[src/rtl/ahb_lite_master.sv]
// AHB-Lite initiator: converts a command/write-data stream into SINGLE or INCR4 word transfers.
// Build option AHB_MST_BURST_EN enables INCR4, BUSY insertion and the 1KB-boundary reject.
module ahb_lite_master #(
    parameter int ADDR_W = 32,
    parameter int DATA_W = 32
) (
    input  logic              HCLK,
    input  logic              HRESET,
    input  logic              cmd_valid,
    output logic              cmd_ready,
    input  logic              cmd_write,
    input  logic              cmd_burst,
    input  logic [ADDR_W-1:0] cmd_addr,
    input  logic              wd_valid,
    output logic              wd_ready,
    input  logic [DATA_W-1:0] wd_data,
    output logic              rd_valid,
    output logic [DATA_W-1:0] rd_data,
    output logic              done,
    output logic              err,
    output logic [ADDR_W-1:0] HADDR,
    output logic [1:0]        HTRANS,
    output logic              HWRITE,
    output logic [2:0]        HBURST,
    output logic [2:0]        HSIZE,
    output logic [DATA_W-1:0] HWDATA,
    input  logic [DATA_W-1:0] HRDATA,
    input  logic              HREADY,
    input  logic              HRESP,
    output logic [2:0]        fsm_state
);

    typedef enum logic [2:0] {S_IDLE, S_ADDR, S_PIPE, S_LAST, S_ERR} state_t;

    localparam logic [1:0] TR_IDLE   = 2'b00;
    localparam logic [1:0] TR_NONSEQ = 2'b10;
`ifdef AHB_MST_BURST_EN
    localparam logic [1:0] TR_BUSY   = 2'b01;
    localparam logic [1:0] TR_SEQ    = 2'b11;
`endif

    state_t            state, next_state;
    logic [ADDR_W-1:0] addr;
    logic [2:0]        beats;      // address phases still to complete
    logic              is_write;
    logic              hold;       // NONSEQ/SEQ presented last cycle and stalled
    logic              dphase;     // a data phase is in progress this cycle
    logic              err_acc;
    logic              accept, reject, burst_req, beat_req;
    logic              err_hit, err_first, addr_done, finish;

`ifdef AHB_MST_BURST_EN
    assign burst_req = cmd_burst;
    assign reject    = cmd_burst && (cmd_addr[9:2] > 8'hFC);
`else
    logic unused_burst;
    assign unused_burst = cmd_burst;
    assign burst_req    = 1'b0;
    assign reject       = 1'b0;
`endif
    logic unused_addr_lsb;
    assign unused_addr_lsb = ^cmd_addr[1:0];

    // Handshakes: a transfer happens on a rising edge where valid and ready are both high;
    // cmd/wd senders hold valid and payload stable until ready is seen.
    assign cmd_ready = (state == S_IDLE) && !HRESET;
    assign accept    = cmd_valid && cmd_ready;
    assign err_hit   = dphase && HRESP;
    assign err_first = err_hit && !HREADY;
    assign beat_req  = !is_write || wd_valid || hold;
    assign wd_ready  = addr_done && is_write && wd_valid;

    assign HADDR     = addr;
    assign HWRITE    = is_write;
    assign HSIZE     = 3'b010;
    assign fsm_state = state;

    always_comb begin
        next_state = state;
        HTRANS     = TR_IDLE;
        addr_done  = 1'b0;
        finish     = 1'b0;
        case (state)
            S_IDLE: begin
                if (accept && !reject) next_state = S_ADDR;
            end
            S_ADDR: begin
                HTRANS = beat_req ? TR_NONSEQ : TR_IDLE;
                if (beat_req && HREADY) begin
                    addr_done  = 1'b1;
                    next_state = (beats == 3'd1) ? S_LAST : S_PIPE;
                end
            end
`ifdef AHB_MST_BURST_EN
            S_PIPE: begin
                // First ERROR cycle drops the pending address and cancels the rest of the burst.
                if (err_first) begin
                    next_state = S_ERR;
                end else begin
                    HTRANS = beat_req ? TR_SEQ : TR_BUSY;
                    if (beat_req && HREADY) begin
                        addr_done = 1'b1;
                        if (beats == 3'd1) next_state = S_LAST;
                    end
                end
            end
`endif
            S_LAST: begin
                if (err_first) begin
                    next_state = S_ERR;
                end else if (HREADY) begin
                    finish     = 1'b1;
                    next_state = S_IDLE;
                end
            end
            S_ERR: begin
                if (HREADY) begin
                    finish     = 1'b1;
                    next_state = S_IDLE;
                end
            end
            default: next_state = S_IDLE;
        endcase
    end

    always_ff @(posedge HCLK) begin
        if (HRESET) begin
            state    <= S_IDLE;
            addr     <= '0;
            beats    <= '0;
            is_write <= 1'b0;
            HBURST   <= 3'b000;
            HWDATA   <= '0;
            hold     <= 1'b0;
            dphase   <= 1'b0;
            err_acc  <= 1'b0;
            rd_valid <= 1'b0;
            rd_data  <= '0;
            done     <= 1'b0;
            err      <= 1'b0;
        end else begin
            state    <= next_state;
            rd_valid <= dphase && HREADY && !HRESP && !is_write;
            if (dphase && HREADY && !HRESP && !is_write) rd_data <= HRDATA;
            done     <= finish || (accept && reject);
            err      <= (finish && (err_acc || err_hit)) || (accept && reject);
            hold     <= HTRANS[1] && !HREADY;
            if (accept && !reject) begin
                addr     <= {cmd_addr[ADDR_W-1:2], 2'b00};
                beats    <= burst_req ? 3'd4 : 3'd1;
                is_write <= cmd_write;
                HBURST   <= burst_req ? 3'b011 : 3'b000;
                err_acc  <= 1'b0;
            end else begin
                if (err_hit) err_acc <= 1'b1;
                if (addr_done) begin
                    addr  <= addr + ADDR_W'(4);
                    beats <= beats - 3'd1;
                    if (is_write) HWDATA <= wd_data;
                end
            end
            if (addr_done) dphase <= 1'b1;
            else if (HREADY || err_first) dphase <= 1'b0;
        end
    end

endmodule

[config.mk]
export PLATFORM = sky130hd
export DESIGN_NAME = ahb_lite_master
export DESIGN_NICKNAME = d
export VERILOG_FILES = /design/src/rtl/ahb_lite_master.sv
export SDC_FILE = /design/constraint.sdc
export NUM_CORES = 1
export LEC_CHECK = 0
export CAP_MARGIN = 20
export CORE_MARGIN = 4
export CORE_UTILIZATION = 35
export CTS_CLUSTER_SIZE = 40
export DETAILED_ROUTE_END_ITERATION = 8
export GPL_ROUTABILITY_DRIVEN = 0
export PLACE_DENSITY = 0.7
export SETUP_SLACK_MARGIN = 0.02
export SLEW_MARGIN = 10
export SYNTH_ARGS = -nofsm -noshare
export SYNTH_HDL_FRONTEND = slang
export SYNTH_SLANG_ARGS = --single-unit
export TNS_END_PERCENT = 5
[constraint.sdc]
create_clock -name HCLK -period 3.4 [get_ports HCLK]
set_input_delay 0.34 -clock HCLK [delete_from_list [all_inputs] [get_ports HCLK]]
set_output_delay 0.34 -clock HCLK [all_outputs]
set_load 0.01 [all_outputs]
==> impl_results.md, run 1 <==
- Status: finished, final reports clean
- Maximum VDD drop: 0.000194 V
- NumNets Final: 856
- Cell taking the most area after synthesis: dfxtp_1
- Crit path capture type: output pin
- Pwr/cell area: 386 mW/mm2
- Clk Latency, worst-skew pair: 0.34 ns
- Via-per-instance ratio: 4.93
- Placed Cells incl. Taps: 910
- Drt wl/cell: 14.9 um
- Core area: 0.0127 mm2
- Fmax: 386 MHz
- Initial antenna violation count: 0
- Tightest Pin Transition: 1.07 ns
- Clock transition at path regs: 0.06 ns
- Sequential share of the synthesized area: 47.1%
- Post-DP HPWL: 10,200 um
- Die footprint: 0.0149 mm2
- Residual DRC: 0
- Ys async rst share: 0%
- Startpoint types: input port
- Worst hold path class: input port to flip-flop
- Final min period: 2.59 ns
- Post-synth top cells: nand2_1 (148), dfxtp_1 (107), a21oi_1 (73)
- Cell Area, Synth: 0.00454 mm2
- Fin area: 0.00694 mm2
- Fillers: 1,204
- Syn Inst Count: 569
- Area Overhead vs Synth: 52.7%
- GR Util All Layers: 17.8%
- Crit-path max cell delay: 0.67 ns
- Final worst setup slack: 0.810 ns
- Dominant synthesized flop cell: dfxtp_1
- CP arrival: 2.25 ns
- Crit-path slowest cell: clkdlybuf4s50_1
- Lkg Pwr: 2.28 nW
- CTS resizes: 0
- CTS buffer count: 9
- Total Routed Length: 13,800 um
- Setup Skew: 0.00390 ns
- Setup bufs post-CTS: 0
- First-pass GRT wire length: 21,500 um
- Synth area leaders: dfxtp_1 (47%), nand2_1 (12%), a21oi_1 (8.0%)
- Vias in the first global route: 4,440
- Slew HR: 29.0%
- WP data required: 3.06 ns
- IO Port Bufs: 204
- Cell Rows: 41
- Hold_buf cts: 0
- Layout cell share with drive strength beyond 1: 4.12%
- Maximum buffer depth of the clock tree: 2
- Critical path's most frequent cell: clkdlybuf4s50_1
- Final setup viols: 0
- Max Cap Viol: 0
- Ant diodes: 0
- Share of the synthesized area in the top cell type: 47.1%
- Most frequent cell after synthesis: nand2_1
- Clock sinks: 107
- H-tree depth: 3
- Finished Layout Cells: 925
- Synth Warn #: 0
- Antenna Nets Post-Route: 0
- DP Area: 0.00668 mm2
- Unrepaired setup endpoints after global routing: false
- CP Class: input port to output pin
- Crit-path cells: clkdlybuf4s50_1 -> nor4bb_1 -> buf_4 -> and3_1 -> clkdlybuf4s50_1
- Total grt overflow: 0
- Hold Fails Final Rpt: 0
- Slew Limit Fails: 0
- Dpl ws: 0.566 ns
- Post-synthesis register bit count: 107
- Die H: 122 um
- Critical Path Fanout Max: 10
- Largest net degree at the start of global routing: 65
- Drt first pass iters: 4
- Number of synthesized flops with an enable pin: 0
- TritonCTS clock tree: done
- Yosys cell types: 51
- # IOs: 217
- Initial DRC count: 304
- Die Width: 122 um
- Initial Util: 35.9%
- Root buffer cell: clkbuf_16
- Fin crit share: 76.2%
- Mean Syn Cell Area: 7.98 um2
- Via count: 4,564
- Total negative slack: 0 ns
[flip-flops by register name, indices dropped and copies added, names as in the netlist]
signal,flops
HADDR,30
HWDATA,32
HWRITE,1
beats,3
done,1
dphase,1
err,1
err_acc,1
fsm_state,3
hold,1
rd_data,32
rd_valid,1
[placed cells by master (no fill, tap or decap), drive strengths merged, types with 2 or more instances in the layout]
cell,n
clkdlybuf4s50,203
nand3,12
inv,7
or4,2
nand2,148
ha,3
xnor2,17
a311oi,3
buf,9
o311ai,2
and4,3
a21oi,73
xor2,6
and3,5
a211oi,18
nand3b,2
nand4,9
a31oi,2
or3,5
o21ai,7
clkbuf,13
nor4,12
nor3,17
nor4bb,2
nor2b,2
conb,9
nor3b,4
dfxtp,107
nor2,33
or3b,2
[report_power, final]
part,leakage [nW],switching (mW),internal (mW)
Clock,0.126,0.434,0.513
Combinational,1.29,0.157,0.229
Sequential,0.868,0.0519,1.30
[stage by stage]
| step | utilization (%) | total power, mW | hold slack (ns) |
|---|---|---|---|
| 3_3_place_gp | 52.7 | 1.76 | 0.442 |
| 6_report | 54.8 | 2.68 | 0.443 |
| 3_5_place_dp | 52.7 | 1.76 | 0.447 |
| 5_1_grt | 54.8 | 2.80 | 0.452 |
| 4_1_cts | 54.8 | 2.72 | 0.425 |
| 2_1_floorplan | - | 1.52 | 0.424 |
[cell families (layout without fill, tap and decap cells)]
logic type,count (synthesis),count (layout),share of synthesized area (%)
AOI/OAI and AO/OA,113,113,14.4
xor gates and xnor gates,23,23,4.43
adders and majority gates,3,3,0.826
buffers and inverters,57,234,5.76
DFF,107,107,47.1
other,2,9,0.165
and+or+nand+nor,264,264,27.2
[per-layer routing]
metal	GRT usage (%)	up-vias	share of wire, %
met5	0	-	0
met4	6.72	0	2.1
met3	4.04	20	7.1
met2	30.6	155	50
met1	21.6	2111	41
li1	-	2278	-
[critical path: cells and delay by family]
kind | cells | cell delay, ns
and+or+nand+nor | 2 | 0.47
buffers and inverters | 3 | 1.43
[final cells by class]
| cell class | count | area (um2) | share of cell area (%) |
|---|---|---|---|
| inverter | 7 | 26.3 | 0.379 |
| clock inverter | 2 | 12.5 | 0.180 |
| sequential | 107 | 2140 | 30.9 |
| clock buffer | 13 | 250 | 3.61 |
| timing repair buffer | 212 | 2110 | 30.4 |
| tap | 172 | 215 | 3.10 |
| multi-input combinational | 412 | 2180 | 31.4 |
[final timing paths]
check                                        startpoint                      end  slack [ns]  cells after the start
worst max-delay path                             HREADY                 wd_ready        0.81                      5
worst min-delay path                             HRESET  rd_data[6]$_SDFFE_PP0P_        0.44                      2
worst max register to register   HADDR[19]$_SDFFE_PP0P_   HADDR[31]$_SDFFE_PP0P_        1.20                      5
worst min register to register  rd_data[4]$_SDFFE_PP0P_  rd_data[4]$_SDFFE_PP0P_        0.45                      2
Note: power is estimated with default switching activity, not from simulation.
==> run 2: changes to the inputs <==
--- a/config.mk
+++ b/config.mk
@@ -11,7 +11,7 @@
 export CTS_CLUSTER_SIZE = 40
 export DETAILED_ROUTE_END_ITERATION = 8
 export GPL_ROUTABILITY_DRIVEN = 0
-export PLACE_DENSITY = 0.7
+export PLACE_DENSITY = 0.73
 export SETUP_SLACK_MARGIN = 0.02
 export SLEW_MARGIN = 10
 export SYNTH_ARGS = -nofsm -noshare
==> constraint.sdc (replaced) <==
create_clock -name HCLK -period 2.1 [get_ports HCLK]
set_input_delay 0.21 -clock HCLK [delete_from_list [all_inputs] [get_ports HCLK]]
set_output_delay 0.21 -clock HCLK [all_outputs]
set_load 0.01 [all_outputs]
==> impl_results.md, run 2 (same netlist as run 1, synthesis figures left out) <==
- Crit path capture type: flip-flop (was output pin)
- Final min period: 1.99 ns
- Via count: 4,736 (was 4,564)
- Fin crit share: 94.8%
- Hold Fails Final Rpt: 0 (unchanged)
- Root buffer cell: clkbuf_16 (unchanged)
- Post-layout util: 57.1% (was 54.8%)
- Via-per-instance ratio: 4.97 (was 4.93)
- Die H: 122 um (unchanged)
- Pwr/cell area: 620 mW/mm2 (was 386 mW/mm2)
- Worst hold path class: input port to flip-flop (unchanged)
- Drt wl/cell: 14.8 um (was 14.9 um)
- Clock transition at path regs: 0.07 ns (was 0.06 ns)
- Maximum VDD drop: 0.000466 V (was 0.000194 V)
- Slew HR: 53.3% (was 29.0%)
- Slew Limit Fails: 0 (unchanged)
- Cell Rows: 41 (unchanged)
- Commonest non-fill, non-tap cell in the layout: clkdlybuf4s50_1 (unchanged)
- Area Overhead vs Synth: 59.2% (was 52.7%)
- Total grt overflow: 0 (unchanged)
- Vias in the first global route: 4,483 (was 4,440)
- Layout cell share with drive strength beyond 1: 9.35% (was 4.12%)
- Final setup viols: 0 (unchanged)
- IO Port Bufs: 204 (unchanged)
- Critical Path Fanout Max: 4 (was 10)
- Largest net degree at the start of global routing: 69 (was 65)
- Lkg Pwr: 2.44 nW (was 2.28 nW)
- Max Cap Viol: 0 (unchanged)
- CTS buffer count: 9 (unchanged)
- Hold_buf cts: 0 (unchanged)
- Fmax: 503 MHz
- Setup Skew: 0.00519 ns (was 0.00390 ns)
- Dpl ws: -0.0713 ns (was 0.566 ns)
- Commonest non-fill, non-tap cells in the layout: clkdlybuf4s50_1 (202), nand2_1 (148), dfxtp_1 (101) (was clkdlybuf4s50_1 (203), nand2_1 (148), dfxtp_1 (107))
- CP Class: flip-flop to flip-flop (was input port to output pin)
- Final worst setup slack: 0.110 ns (was 0.810 ns)
- Startpoint types: flip-flop (was input port)
- Die Width: 122 um (unchanged)
- Ant diodes: 0 (unchanged)
- WP data required: 2.37 ns (was 3.06 ns)
- Maximum buffer depth of the clock tree: 2 (unchanged)
- NumNets Final: 883 (was 856)
- Total Routed Length: 14,100 um (was 13,800 um)
- Fin area: 0.00723 mm2 (was 0.00694 mm2)
- CP arrival: 2.26 ns (was 2.25 ns)
- Initial Util: 35.9% (unchanged)
- Tightest Pin Transition: 0.700 ns (was 1.07 ns)
- Clock sinks: 107 (unchanged)
- First-pass GRT wire length: 21,900 um (was 21,500 um)
- Core area: 0.0127 mm2 (unchanged)
- Die footprint: 0.0149 mm2 (unchanged)
- DP Area: 0.00691 mm2 (was 0.00668 mm2)
- Post-DP HPWL: 10,500 um (was 10,200 um)
- Clk Latency, worst-skew pair: 0.35 ns (was 0.34 ns)
- Drt first pass iters: 4 (unchanged)
- Antenna Nets Post-Route: 0 (unchanged)
- # IOs: 217 (unchanged)
- TritonCTS clock tree: done (unchanged)
- Residual DRC: 0 (unchanged)
- GR Util All Layers: 18.3% (was 17.8%)
- Initial DRC count: 208 (was 304)
- Initial antenna violation count: 0 (unchanged)
- Final hold slack: 0.402 ns (was 0.443 ns)
- H-tree depth: 3 (unchanged)
- Status: finished, final reports clean (unchanged)
run 2: through the flow:
step           TNS (ns)  total power, mW  cells
5_1_grt         -0.0697             4.68    953
6_report              0             4.49    953
3_5_place_dp     -0.141             2.90    936
4_1_cts               0             4.54    953
3_3_place_gp          0             2.88    936
2_1_floorplan         0             2.47    576
run 2: final cells by class:
| class | count | area (um2) |
|---|---|---|
| well taps | 172 | 215 |
| flip-flops and latches | 107 | 2150 |
| multi-input cells | 412 | 2210 |
| clock inverters | 7 | 57.6 |
| fillers | 1174 | 5440 |
| inverters | 7 | 26.3 |
| clock buffers | 9 | 225 |
| repair buffers | 239 | 2350 |
run 2: worst max-delay path: stages, from the launching register on:
cell and delay (ns):
dfxtp_2 0.37, nand4_2 0.16, or3_4 0.43, or2_4 0.28, or4_1 0.49, a31oi_1 0.18
run 2: repair_timing:
| action | 4_1_cts | 5_1_grt |
|---|---|---|
| resized for setup | 3 | 10 |
| pin swaps | 0 | 1 |
| endpoints found under the hold margin | 0 | 0 |
| setup endpoints to repair | 3 | 8 |
| setup buffers | 1 | 0 |
run 2: worst paths after layout:
check                           from                  endpoint  slack, ns  cells after the start
max           HADDR[11]$_SDFFE_PP0P_    HADDR[31]$_SDFFE_PP0P_       0.11                      5
min                       HRDATA[15]  rd_data[15]$_SDFFE_PP0P_       0.40                      3
max reg2reg   HADDR[11]$_SDFFE_PP0P_    HADDR[31]$_SDFFE_PP0P_       0.11                      5
min reg2reg  rd_data[4]$_SDFFE_PP0P_   rd_data[4]$_SDFFE_PP0P_       0.45                      2
run 2: where the power goes:
group	switching, mW	internal [mW]	total [mW]
logic	0.282	0.410	0.692
registers	0.0665	2.10	2.17
clock network	0.808	0.822	1.63
total	1.16	3.33	4.49
run 2: per-layer routing:
layer	routed length, um	GRT usage (%)	part of all wire (%)
met1	6040	22.5	43
met2	6810	31.5	48
met3	1040	3.76	7.4
met4	250	7.21	1.8
met5	0	0	0
==> run 3: changes to the inputs <==
--- a/config.mk
+++ b/config.mk
@@ -11,6 +11,7 @@
 export CTS_CLUSTER_SIZE = 40
 export DETAILED_ROUTE_END_ITERATION = 8
 export GPL_ROUTABILITY_DRIVEN = 0
+export GPL_TIMING_DRIVEN = 0
 export PLACE_DENSITY = 0.73
 export SETUP_SLACK_MARGIN = 0.02
 export SLEW_MARGIN = 10
==> impl_results.md, run 3 (same netlist as run 1, synthesis figures left out) <==
- Status: finished, final reports clean (unchanged)
- GR Util All Layers: 19.8% (was 18.3%)
- Antenna Nets Post-Route: 0 (unchanged)
- H-tree depth: 3 (unchanged)
- Finished Layout Cells: 967 (was 953)
- Hold depth: 2 (was 3)
- Crit path from: fsm_state[2]$_SDFFE_PP0P_ (was HADDR[11]$_SDFFE_PP0P_)
- Largest net degree at the start of global routing: 18 (was 69)
- NumNets Final: 898 (was 883)
- Tightest Pin Transition: 0.557 ns (was 0.700 ns)
- # IOs: 217 (unchanged)
- Drt first pass iters: 4 (unchanged)
- Initial DRC count: 224 (was 208)
- Clock transition at path regs: 0.07 ns (about the same)
- Root buffer cell: clkbuf_16 (unchanged)
- CP Class: flip-flop to output pin (was flip-flop to flip-flop)
- Pwr/cell area: 628 mW/mm2 (was 620 mW/mm2)
- Busiest layer in global routing: met2 (unchanged)
- FF-to-FF path depth: 6 (was 5)
- Cell Rows: 41 (unchanged)
- Worst Min Path Start: HREADY (was HRDATA[15])
- First-pass GRT wire length: 23,500 um (was 21,900 um)
- Area Overhead vs Synth: 59.2% (about the same)
- Commonest non-fill, non-tap cell in the layout: clkdlybuf4s50_1 (unchanged)
- Met1 usage: 24.4% (was 22.5%)
- CP arrival: 1.85 ns (was 2.26 ns)
- Residual DRC: 0 (unchanged)
- Die H: 122 um (unchanged)
- Max Cap Viol: 0 (unchanged)
- Initial antenna violation count: 0 (unchanged)
- Slew Limit Fails: 0 (unchanged)
- WP data required: 1.89 ns (was 2.37 ns)
- FF+latch area: 0.00217 mm2 (was 0.00215 mm2)
- GR Layer Usage met2: 33.1% (was 31.5%)
- Post-layout util: 57.1% (about the same)
- Slew HR: 62.9% (was 53.3%)
- Core area: 0.0127 mm2 (unchanged)
- Fin area: 0.00723 mm2 (about the same)
- Final setup viols: 0 (unchanged)
- Unrepaired setup endpoints after global routing: true
- Fin crit share: 98.0% (was 94.8%)
- DP Area: 0.00682 mm2 (was 0.00691 mm2)
- Final worst setup slack: 0.0413 ns (was 0.110 ns)
- Crit path capture type: output pin (was flip-flop)
- TritonCTS clock tree: done (unchanged)
- Lkg Pwr: 2.42 nW (was 2.44 nW)
- CTS buffer count: 9 (unchanged)
- Maximum VDD drop: 0.000285 V (was 0.000466 V)
- Setup Skew: 0.00954 ns (was 0.00519 ns)
- Post-DP HPWL: 11,400 um (was 10,500 um)
- Layout cell share with drive strength beyond 1: 9.81% (was 9.35%)
- Buf/Inv on CP: 1 (was 0)
- Total negative slack: 0 ns (unchanged)
- Met3 Track Usage GR: 4.69% (was 3.76%)
- Crit path max-delay family: buffers and inverters (was simple AND/OR/NAND/NOR gates)
- Die Width: 122 um (unchanged)
- Multi-input combinational cell area: 0.00223 mm2 (was 0.00221 mm2)
- Final hold slack: 0.165 ns (was 0.402 ns)
- Maximum buffer depth of the clock tree: 2 (unchanged)
- Total grt overflow: 0 (unchanged)
- Total Routed Length: 15,100 um (was 14,100 um)
- Critical Path Fanout Max: 9 (was 4)
- Dpl ws: -0.389 ns (was -0.0713 ns)
- Placed Cells incl. Taps: 951 (was 936)
- Via count: 4,792 (was 4,736)
- Commonest non-fill, non-tap cells in the layout: clkdlybuf4s50_1 (202), nand2_1 (148), dfxtp_1 (92) (was clkdlybuf4s50_1 (202), nand2_1 (148), dfxtp_1 (101))
- Hold Fails Final Rpt: 0 (unchanged)
- IO Port Bufs: 203 (was 204)
- Crit-path cells: nor4_2 -> clkdlybuf4s50_1 (was nand4_2 -> or3_4 -> or2_4 -> or4_1 -> a31oi_1)
- Ant diodes: 0 (unchanged)
- Final min period: 2.06 ns (was 1.99 ns)
- Fillers: 1,172 (was 1,174)
- Fmax: 486 MHz (was 503 MHz)
- Worst hold path class: input port to flip-flop (unchanged)
- Crit-path slowest cell: clkdlybuf4s50_1 (was or4_1)
- Vias in the first global route: 4,767 (was 4,483)
- WP depth: 2 (was 5)
- Crit-path max cell delay: 0.62 ns (was 0.49 ns)
- Initial Util: 35.9% (unchanged)
- Clock sinks: 107 (unchanged)
- Via-per-instance ratio: 4.96 (was 4.97)
- R2R Path Start: fsm_state[2]$_SDFFE_PP0P_ (was HADDR[11]$_SDFFE_PP0P_)
- Die footprint: 0.0149 mm2 (unchanged)
- Startpoint types: flip-flop (unchanged)
- R2R Setup Slk: 0.05 ns (was 0.11 ns)
- Clk Latency, worst-skew pair: 0.35 ns (about the same)
- Drt wl/cell: 15.6 um (was 14.8 um)
- Design Power: 4.54 mW (was 4.49 mW)
run 3: layout make-up:
cell class,count,area share (%)
Buffer,49,3.53
Clock buffer,9,3.11
Clock inverter,6,0.917
Inverter,7,0.363
Multi-Input combinational cell,412,30.8
Sequential cell,107,30.0
Tap cell,172,2.98
Timing Repair Buffer,205,28.3
run 3: final timing paths:
path | endpoint
min | hold$_SDFF_PP0_
max reg2reg | HADDR[27]$_SDFFE_PP0P_
max | cmd_ready
min reg2reg | rd_data[1]$_SDFFE_PP0P_
run 3: per-layer routing:
metal	wire length, um	vias to the layer above	part of all wire [%]
met4	318	0	2.1
met1	6440	2224	43
met3	1150	20	7.6
met2	7190	179	48
li1	-	2369	-
met5	0	-	0
run 3: what timing repair did:
action / 4_1_cts / 5_1_grt
setup endpoints to repair: 50 / 63
setup buffers: 2 / 0
pin swaps: 0 / 2
resized for setup: 16 / 43
hold buffers: 0 / 0
run 3: power by group:
part           internal, mW  switching (mW)
Clock                 0.920           0.770
Sequential             2.10          0.0820
Combinational         0.390           0.278
